File: src/rtl/apb_slave_regfile.sv
// rtl/apb_slave_regfile.sv - APB responder with scratch, control, counter and ID registers
module apb_slave_regfile #(
    parameter int unsigned SLV_ID      = 0,
    parameter int unsigned WAIT_STATES = 0,
    parameter logic [31:0] ID_VALUE    = 32'hA5B0_0001
) (
    input  logic        Hclk,
    input  logic        Hresetn,
    input  logic [2:0]  Pselx,
    input  logic        Penable,
    input  logic        Pwrite,
    input  logic [31:0] Paddr,
    input  logic [31:0] Pwdata,
    output logic [31:0] Prdata,
    output logic        Pready,
    output logic        Pslverr
);

    typedef enum logic [1:0] {IDLE, SETUP_SEEN, ACCESS} state_t;

    state_t           state_q, state_d;
    logic [7:0]       addr_q, addr_d;
    logic             write_q, write_d;
    logic [3:0]       wait_q, wait_d;
    logic [31:0]      prdata_q, prdata_d;
    logic [3:0][31:0] regs_q, regs_d;
    logic             cnt_en_q, cnt_en_d;
    logic [31:0]      count_q, count_d;
    logic [15:0]      wcnt_q, wcnt_d;

    logic        sel;
    logic        in_access;
    logic        violation;
    logic        complete;
    logic        addr_err;
    logic        wr_err;
    logic        commit;
    logic        cnt_clr;
    logic [31:0] rd_mux;
    logic        unused_paddr;

    assign sel          = Pselx[SLV_ID];
    assign in_access    = (state_q == SETUP_SEEN) || (state_q == ACCESS);
    assign violation    = (state_q == IDLE) && sel && Penable;
    assign complete     = in_access && (wait_q == 4'd0) && sel && Penable;
    assign addr_err     = (addr_q[1:0] != 2'b00) || (addr_q[7:5] != 3'b000);
    // COUNT (0x14), WCNT (0x18) and ID (0x1C) are the read-only slots
    assign wr_err       = write_q && addr_q[4] && (addr_q[3:2] != 2'b00);
    assign commit       = complete && write_q && !addr_err && !wr_err;
    assign unused_paddr = ^Paddr[31:8];

    assign Prdata  = prdata_q;
    assign Pready  = in_access ? (wait_q == 4'd0) : violation;
    assign Pslverr = violation || (complete && (addr_err || wr_err));

    // Read mux on the live setup address; bad addresses read as zero
    always_comb begin
        rd_mux = '0;
        if ((Paddr[1:0] == 2'b00) && (Paddr[7:5] == 3'b000)) begin
            case (Paddr[4:2])
                3'd4:    rd_mux = {31'b0, cnt_en_q};
                3'd5:    rd_mux = count_q;
                3'd6:    rd_mux = {16'b0, wcnt_q};
                3'd7:    rd_mux = ID_VALUE;
                default: rd_mux = regs_q[Paddr[3:2]];
            endcase
        end
    end

    // Transfer FSM: capture on setup, count down wait states, finish or abort
    always_comb begin
        state_d  = state_q;
        addr_d   = addr_q;
        write_d  = write_q;
        wait_d   = wait_q;
        prdata_d = prdata_q;
        case (state_q)
            IDLE: begin
                if (sel && !Penable) begin
                    state_d  = SETUP_SEEN;
                    addr_d   = Paddr[7:0];
                    write_d  = Pwrite;
                    wait_d   = 4'(WAIT_STATES);
                    prdata_d = rd_mux;
                end
            end
            SETUP_SEEN, ACCESS: begin
                if (!sel || complete) begin
                    state_d = IDLE;
                    wait_d  = 4'd0;
                end else begin
                    state_d = ACCESS;
                    if (wait_q != 4'd0) begin
                        wait_d = wait_q - 4'd1;
                    end
                end
            end
            default: state_d = IDLE;
        endcase
    end

    // Register block: commit writes on the completing cycle, run the counters
    always_comb begin
        regs_d   = regs_q;
        cnt_en_d = cnt_en_q;
        wcnt_d   = wcnt_q;
        cnt_clr  = 1'b0;
        if (commit) begin
            wcnt_d = wcnt_q + 16'd1;
            if (!addr_q[4]) begin
                regs_d[addr_q[3:2]] = Pwdata;
            end else if (addr_q[3:2] == 2'b00) begin
                cnt_en_d = Pwdata[0];
                cnt_clr  = Pwdata[1];
            end
        end
        if (cnt_clr) begin
            count_d = '0;
        end else if (cnt_en_q) begin
            count_d = count_q + 32'd1;
        end else begin
            count_d = count_q;
        end
    end

    // State and register flops
    always_ff @(posedge Hclk or negedge Hresetn) begin
        if (!Hresetn) begin
            state_q  <= IDLE;
            addr_q   <= '0;
            write_q  <= 1'b0;
            wait_q   <= '0;
            prdata_q <= '0;
            regs_q   <= '0;
            cnt_en_q <= 1'b0;
            count_q  <= '0;
            wcnt_q   <= '0;
        end else begin
            state_q  <= state_d;
            addr_q   <= addr_d;
            write_q  <= write_d;
            wait_q   <= wait_d;
            prdata_q <= prdata_d;
            regs_q   <= regs_d;
            cnt_en_q <= cnt_en_d;
            count_q  <= count_d;
            wcnt_q   <= wcnt_d;
        end
    end

endmodule

File: config.mk
export PLATFORM = sky130hd
export DESIGN_NAME = apb_slave_regfile
export DESIGN_NICKNAME = d
export VERILOG_FILES = /design/src/rtl/apb_slave_regfile.sv
export SDC_FILE = /design/constraint.sdc
export NUM_CORES = 1
export LEC_CHECK = 0
export ABC_AREA = 1
export ABC_CLOCK_PERIOD_IN_PS = 2100
export CAP_MARGIN = 20
export CORE_UTILIZATION = 50
export DETAILED_ROUTE_END_ITERATION = 8
export GPL_ROUTABILITY_DRIVEN = 0
export GPL_TIMING_DRIVEN = 0
export MAX_ROUTING_LAYER = met4
export PLACE_DENSITY = 0.71
export SLEW_MARGIN = 20
export SYNTH_ARGS = -nofsm -noshare
export SYNTH_HDL_FRONTEND = slang
export SYNTH_SLANG_ARGS = --single-unit
File: constraint.sdc
create_clock -name Hclk -period 2.1 [get_ports Hclk]
set_clock_uncertainty 0.05 [all_clocks]
set_input_delay 0.42 -clock Hclk [delete_from_list [all_inputs] [get_ports Hclk]]
set_output_delay 0.42 -clock Hclk [all_outputs]
set_load 0.01 [all_outputs]
---- Yosys cells after proc, flatten, opt, wreduce, memory -nomap -nowiden ----
Index checks and enable logic that the tools add are counted.
operators by class
  add/subtract/negate cells ............... 3
  order comparisons ....................... 3
  equality and inequality tests ........... 8
  muxes and demuxes ....................... 20
  bitwise operators ....................... 1
  reductions and logical operators ........ 39
operators with widths
  cell                   number
  $mux 32                5
  $bwmux 128             1
  $pmux 32 s4            1
  $bmux 32 s2            1
  $demux 32 s2           1
  $add 32x1->32 const B  1
  $add 16x1->16 const B  1
  $logic_and 1x1->1      14
  $eq 3x3->1 const B     4
  $mux 4                 3
  $pmux 4 s2             1
  $reduce_bool 2->1      4
  $logic_not 2->1        3
  $lt 2x3->1 const B     2
  $reduce_and 3->1       2
  $logic_or 1x1->1       5
  $logic_not 1->1        4
  $logic_not 4->1        1
  $mux 1                 4
  $mux 2                 2
  $pmux 2 s2             1
  $reduce_and 2->1       2
  $reduce_bool 4->1      1
  $sub 4x1->4 const B    1
  9 further kinds        9
word-level totals
  flip-flop bits (word level) ............. 224
  output and inout bits ................... 34
  word-level logic and storage cells ...... 86

---- Logic depth before layout (Yosys ltp) ----
  depth in word-level cells ............... 10
  gate-level depth with buffers ........... 12
  gate-level depth less buffers ........... 11

---- Worst setup path before layout ----
Ideal clock, no wire load.
  path type ............................... flip-flop to flip-flop
  start point ............................. reg state_q[1]
  end point ............................... reg regs_q[49] (netlist name)
  library setup time ...................... 0.116 ns
  arrival time ............................ 1.707 ns
  data required time ...................... 1.934 ns
  path slack .............................. 0.227 ns
  cell stages (with the launch flop) ...... 13
  clock period less this slack ............ 1.873 ns
  cell sequence ........................... dfrtp_1 > inv_1 > ha_1 > nand2_1 > inv_2 > nand3_4 > nor2_8 > nand3_4 > nor2_4 > nand2_2 > buf_6 > nand2_1 > nand2_1
on the way
  cells in the longest elaborated chain, start to end .. 9
  elaborated cells on any way between the ends .. 10
RTL lines
  element                                          line  text
  start, declared                                  21    state_t state_q, state_d;
  start signal, assigned                           139   state_q <= state_d;
  $eq 2x1->1 / $eq 2x2->1 (equally long branches)  43    assign in_access = (state_q == SETUP_SEEN) || (state_q == ACCESS);
  $logic_or 1x1->1 (*)                             43
  $logic_and 1x1->1 (*) (3 in series)              45    assign complete = in_access && (wait_q == 4'd0) && sel && Penable;
  $logic_and 1x1->1 (*) (3 in series)              49    assign commit = complete && write_q && !addr_err && !wr_err;
  $reduce_and 2->1 (no line) (*)                   -
  end signal, assigned                             144   regs_q <= regs_d;
  end, declared                                    26    logic [3:0][31:0] regs_q, regs_d;
Every way passes the cells marked *; elsewhere a longest branch is shown, timed or not.
A chain may end at the register's enable or synchronous reset.

---- Worst setup path in the final report ----
  start point ............................. reg state_q[1]
  end point ............................... out Pready
on the way
  cells in the longest elaborated chain, start to end .. 4
  elaborated cells on any way between the ends .. 7
RTL lines
  element                          line  text
  $logic_not 2->1                  44    assign violation = (state_q == IDLE) && sel && Penable;
  $logic_and 1x1->1 (2 in series)  44
  $mux 1 (*)                       53    assign Pready = in_access ? (wait_q == 4'd0) : violation;
  end, declared                    15    output logic Pready,
Marks and branches as above.

==> reports/qor.csv <==
stage,metric,value,unit
global_routing,overflow,0,
finish,stdcell_count,1804,
synthesis,syn_area,0.01104,mm2
synthesis,synth_edf_count,0,
global_routing,grt_pass1_vias,9521,
synthesis,synth_common_cells,"nand2_1 (465), dfrtp_1 (224), nand3_1 (181)",
clock_network,numCtsBuffers,25,
power,sw_frac_of_total,0.3276,
finish,area_delta_synth_final,24.17,%
routing,post_drt_wl_per_cell,18.64,um
clock_network,cts_tree,done,
floorplanning,start_util,0.5169,
floorplanning,fp-row-count,53,
synthesis,synth_flop_cell,dfrtp_1,
setup_path,required,1.63,ns
power,p_per_area,921.4,mW/mm2
finish,antenna_cells,0,
power,p_switching,4.137,mW
finish,finalNetCount,1587,
placement,detailedPlace.worstSlack,-1.040,ns
routing,antenna_left,0,
power,power_frac_seq,0.408,
sta,rsz0062_at_grt,yes,
synthesis,synth.area.top_cells,"dfrtp_1 (51%), nand2_1 (16%), nand3_1 (8.2%), nor2_1 (4.1%), o21ai_0 (3.2%)",
power,p_comb_frac,0.228,
sta,layout_worst_path_cycle_share,1.029,
global_routing,grt_pass1_wl,51940,um
synthesis,ys_async_sr_fraction,1.000,
finish,drive_gt1_frac,0.1112,
routing,vias_per_cell,5.612,
finish,fin_area,0.01370,mm2
flow_run,drv_cap,0,
power,vdd_drop_max,612.5,uV
clock_network,clk_latency,0.54,ns
setup_path,crit_arrival,1.69,ns
synthesis,syn-instance-count,1376,
power,pwr-share-clk,0.364,
sta,max_freq,0.4626,GHz
sta,slew_headroom,0.4813,
clock_network,cts_root_buf,clkbuf_16,
placement,post-place-cells,1731,
outcome,run_status,finished with violations,
synthesis,synth-seq-cells,224,
synthesis,synth_nets,1452,
routing,firstDrtPassIters,5,
sta,finalSetupViolCount,48,
global_routing,antenna_found_initial,0,
sta,hold_viol_final,0,
sta,worst_pin_slew,0.7752,ns
clock_network,cts.sinks,224,
finish,nFillCells,1863,
floorplanning,coreArea,0.02135,mm2
global_routing,grt_max_degree,100,
sta,final_max_slew_viol_count,0,
floorplanning,die_w,150.6,um
synthesis,ys_warn_count,0,
routing,vias,10120,
placement,dp_hpwl,22570,um
floorplanning,die_area,0.02267,mm2
clock_network,clk_pin_slew,0.06,ns
synthesis,yosys.cell_count.top_type,nand2_1,
placement,port_buffers,78,
setup_path,cp_max_fo,4,
global_routing,track_usage,0.3086,
sta,fin_ws,-0.06173,ns
clock_network,h-tree-depth,1,
sta,fin_hold_ws,0.2981,ns
setup_path,crit_type,reg2out,
power,intPower,8.490,mW
setup_path,cp-end-kind,output port,
floorplanning,io-pin-count,105,
routing,drtIter0Drc,1095,
synthesis,ys_seq_area_frac,0.5079,
clock_network,clockBufferDepth,3,
sta,min_period,2.162,ns
sta,tns,-1.066,ns
power,leakagePower,7.038,nW
synthesis,synth_top_area_frac,0.5079,
placement,placed_cell_area,0.01222,mm2
outcome,violations,negative setup slack,
hold_path,hold_path_class,in2async,
synthesis,syn_avg_cell_area,8.021,um2
floorplanning,die_h,150.6,um
synthesis,yosysTopAreaCell,dfrtp_1,
setup_path,startpoint_type,flop,
synthesis,ys_types,36,
routing,postRouteWirelength,33630,um
routing,drc,0,
## cell type report
type                       count  area, um2  share of cell area
buffer                        69      571.8             0.04172
clock buffer                  34      689.4             0.05031
multi-input combinational   1000       4766              0.3478
sequential                   224       5607              0.4091
clock inverter                11      168.9             0.01233
tap                          275      344.1             0.02511
inverter                      83      320.3             0.02337
timing repair buffer         108       1237             0.09030
## state kept, by name (all words and copies together), names as in the netlist
signal and count:
state_q 2, addr_q 8, count_q 32, write_q 1, wcnt_q 16, regs_q 128, Prdata 32, wait_q 4
cnt_en_q 1
## path summary, 6_finish.rpt
check | start | endpoint | slack (ns) | depth (start not counted)
min in group Hclk | Paddr[3] | addr_q[3] | 0.31 | 3
max reg2reg | state_q[1] | regs_q[61] | -0.05 | 14
min | Hresetn | wait_q[1] | 0.30 | 2
min reg2reg | regs_q[48] | regs_q[48] | 0.41 | 2
max | state_q[1] | Pready | -0.06 | 8
max in group asynchronous | Hresetn | regs_q[116] | 0.93 | 3
## cell usage in the layout, fill, tap and decap left out, drive strengths merged, types with 2 or more instances in the layout
cell type / netlist / layout
buf: 40 / 59
dfrtp: 224 / 224
a21oi: 14 / 14
nor2: 126 / 126
o22ai: 52 / 52
clkinv: 1 / 2
inv: 82 / 83
o221ai: 8 / 8
o21ai: 71 / 71
clkbuf: 30 / 76
o211ai: 9 / 9
a31oi: 2 / 2
xnor2: 2 / 2
nand3: 183 / 183
nor3: 19 / 19
nand4: 13 / 14
xor2: 21 / 21
clkinvlp: 0 / 5
ha: 5 / 5
clkdlybuf4s50: 0 / 74
or2: 2 / 2
bufinv: 0 / 4
nand2: 470 / 470
## critical path: stages, from the launching register on
cell	delay [ns]
dfrtp_1	0.36
inv_2	0.05
ha_4	0.28
nand2_2	0.05
inv_2	0.07
buf_4	0.11
nand2_1	0.03
o21ai_0	0.07
buf_2	0.15
## timing repair
item	in CTS	in global routing
endpoints found under the setup margin	179	155
gates resized for setup	40	70
endpoints found under the hold margin	29	0
pin swaps	4	15
hold buffers	1	0
gates cloned	0	11
setup buffers	7	10
## metal layers
layer / global-route usage / routed length, um / vias up
met5: - / 0 / -
met4: 0.09150 / 1034 / 0
met3: 0.05697 / 3024 / 69
met2: 0.4694 / 15640 / 419
met1: 0.4215 / 13930 / 4842
li1: - / - / 4794
## logic make-up after synthesis
group           count (synthesis)  synth area share
compound gates                156           0.08162
xor+xnor                       23           0.01825
fa+ha+maj                       5          0.005668
buf+inv                       153           0.07097
flops                         224            0.5079
simple gates                  815            0.3156
## power by group through the flow
| stage | clock (mW) | sequential (mW) | combinational (mW) |
|---|---|---|---|
| 6_report | 4.60 | 5.15 | 2.88 |
| 5_1_grt | 4.81 | 5.21 | 3.16 |
| 4_1_cts | 4.63 | 5.14 | 2.72 |
| 3_5_place_dp | 0 | 5.21 | 2.58 |
| 3_3_place_gp | 0 | 5.20 | 2.53 |
| 2_1_floorplan | 0 | 5.14 | 1.64 |
## stage by stage
step	utilization	total power, mW
3_5_place_dp	0.5724	7.788
2_1_floorplan	-	6.776
6_report	0.6418	12.63
5_1_grt	0.6418	13.18
4_1_cts	0.6178	12.49
3_3_place_gp	0.5696	7.730
No activity file was read; power rests on OpenSTA's default activity.
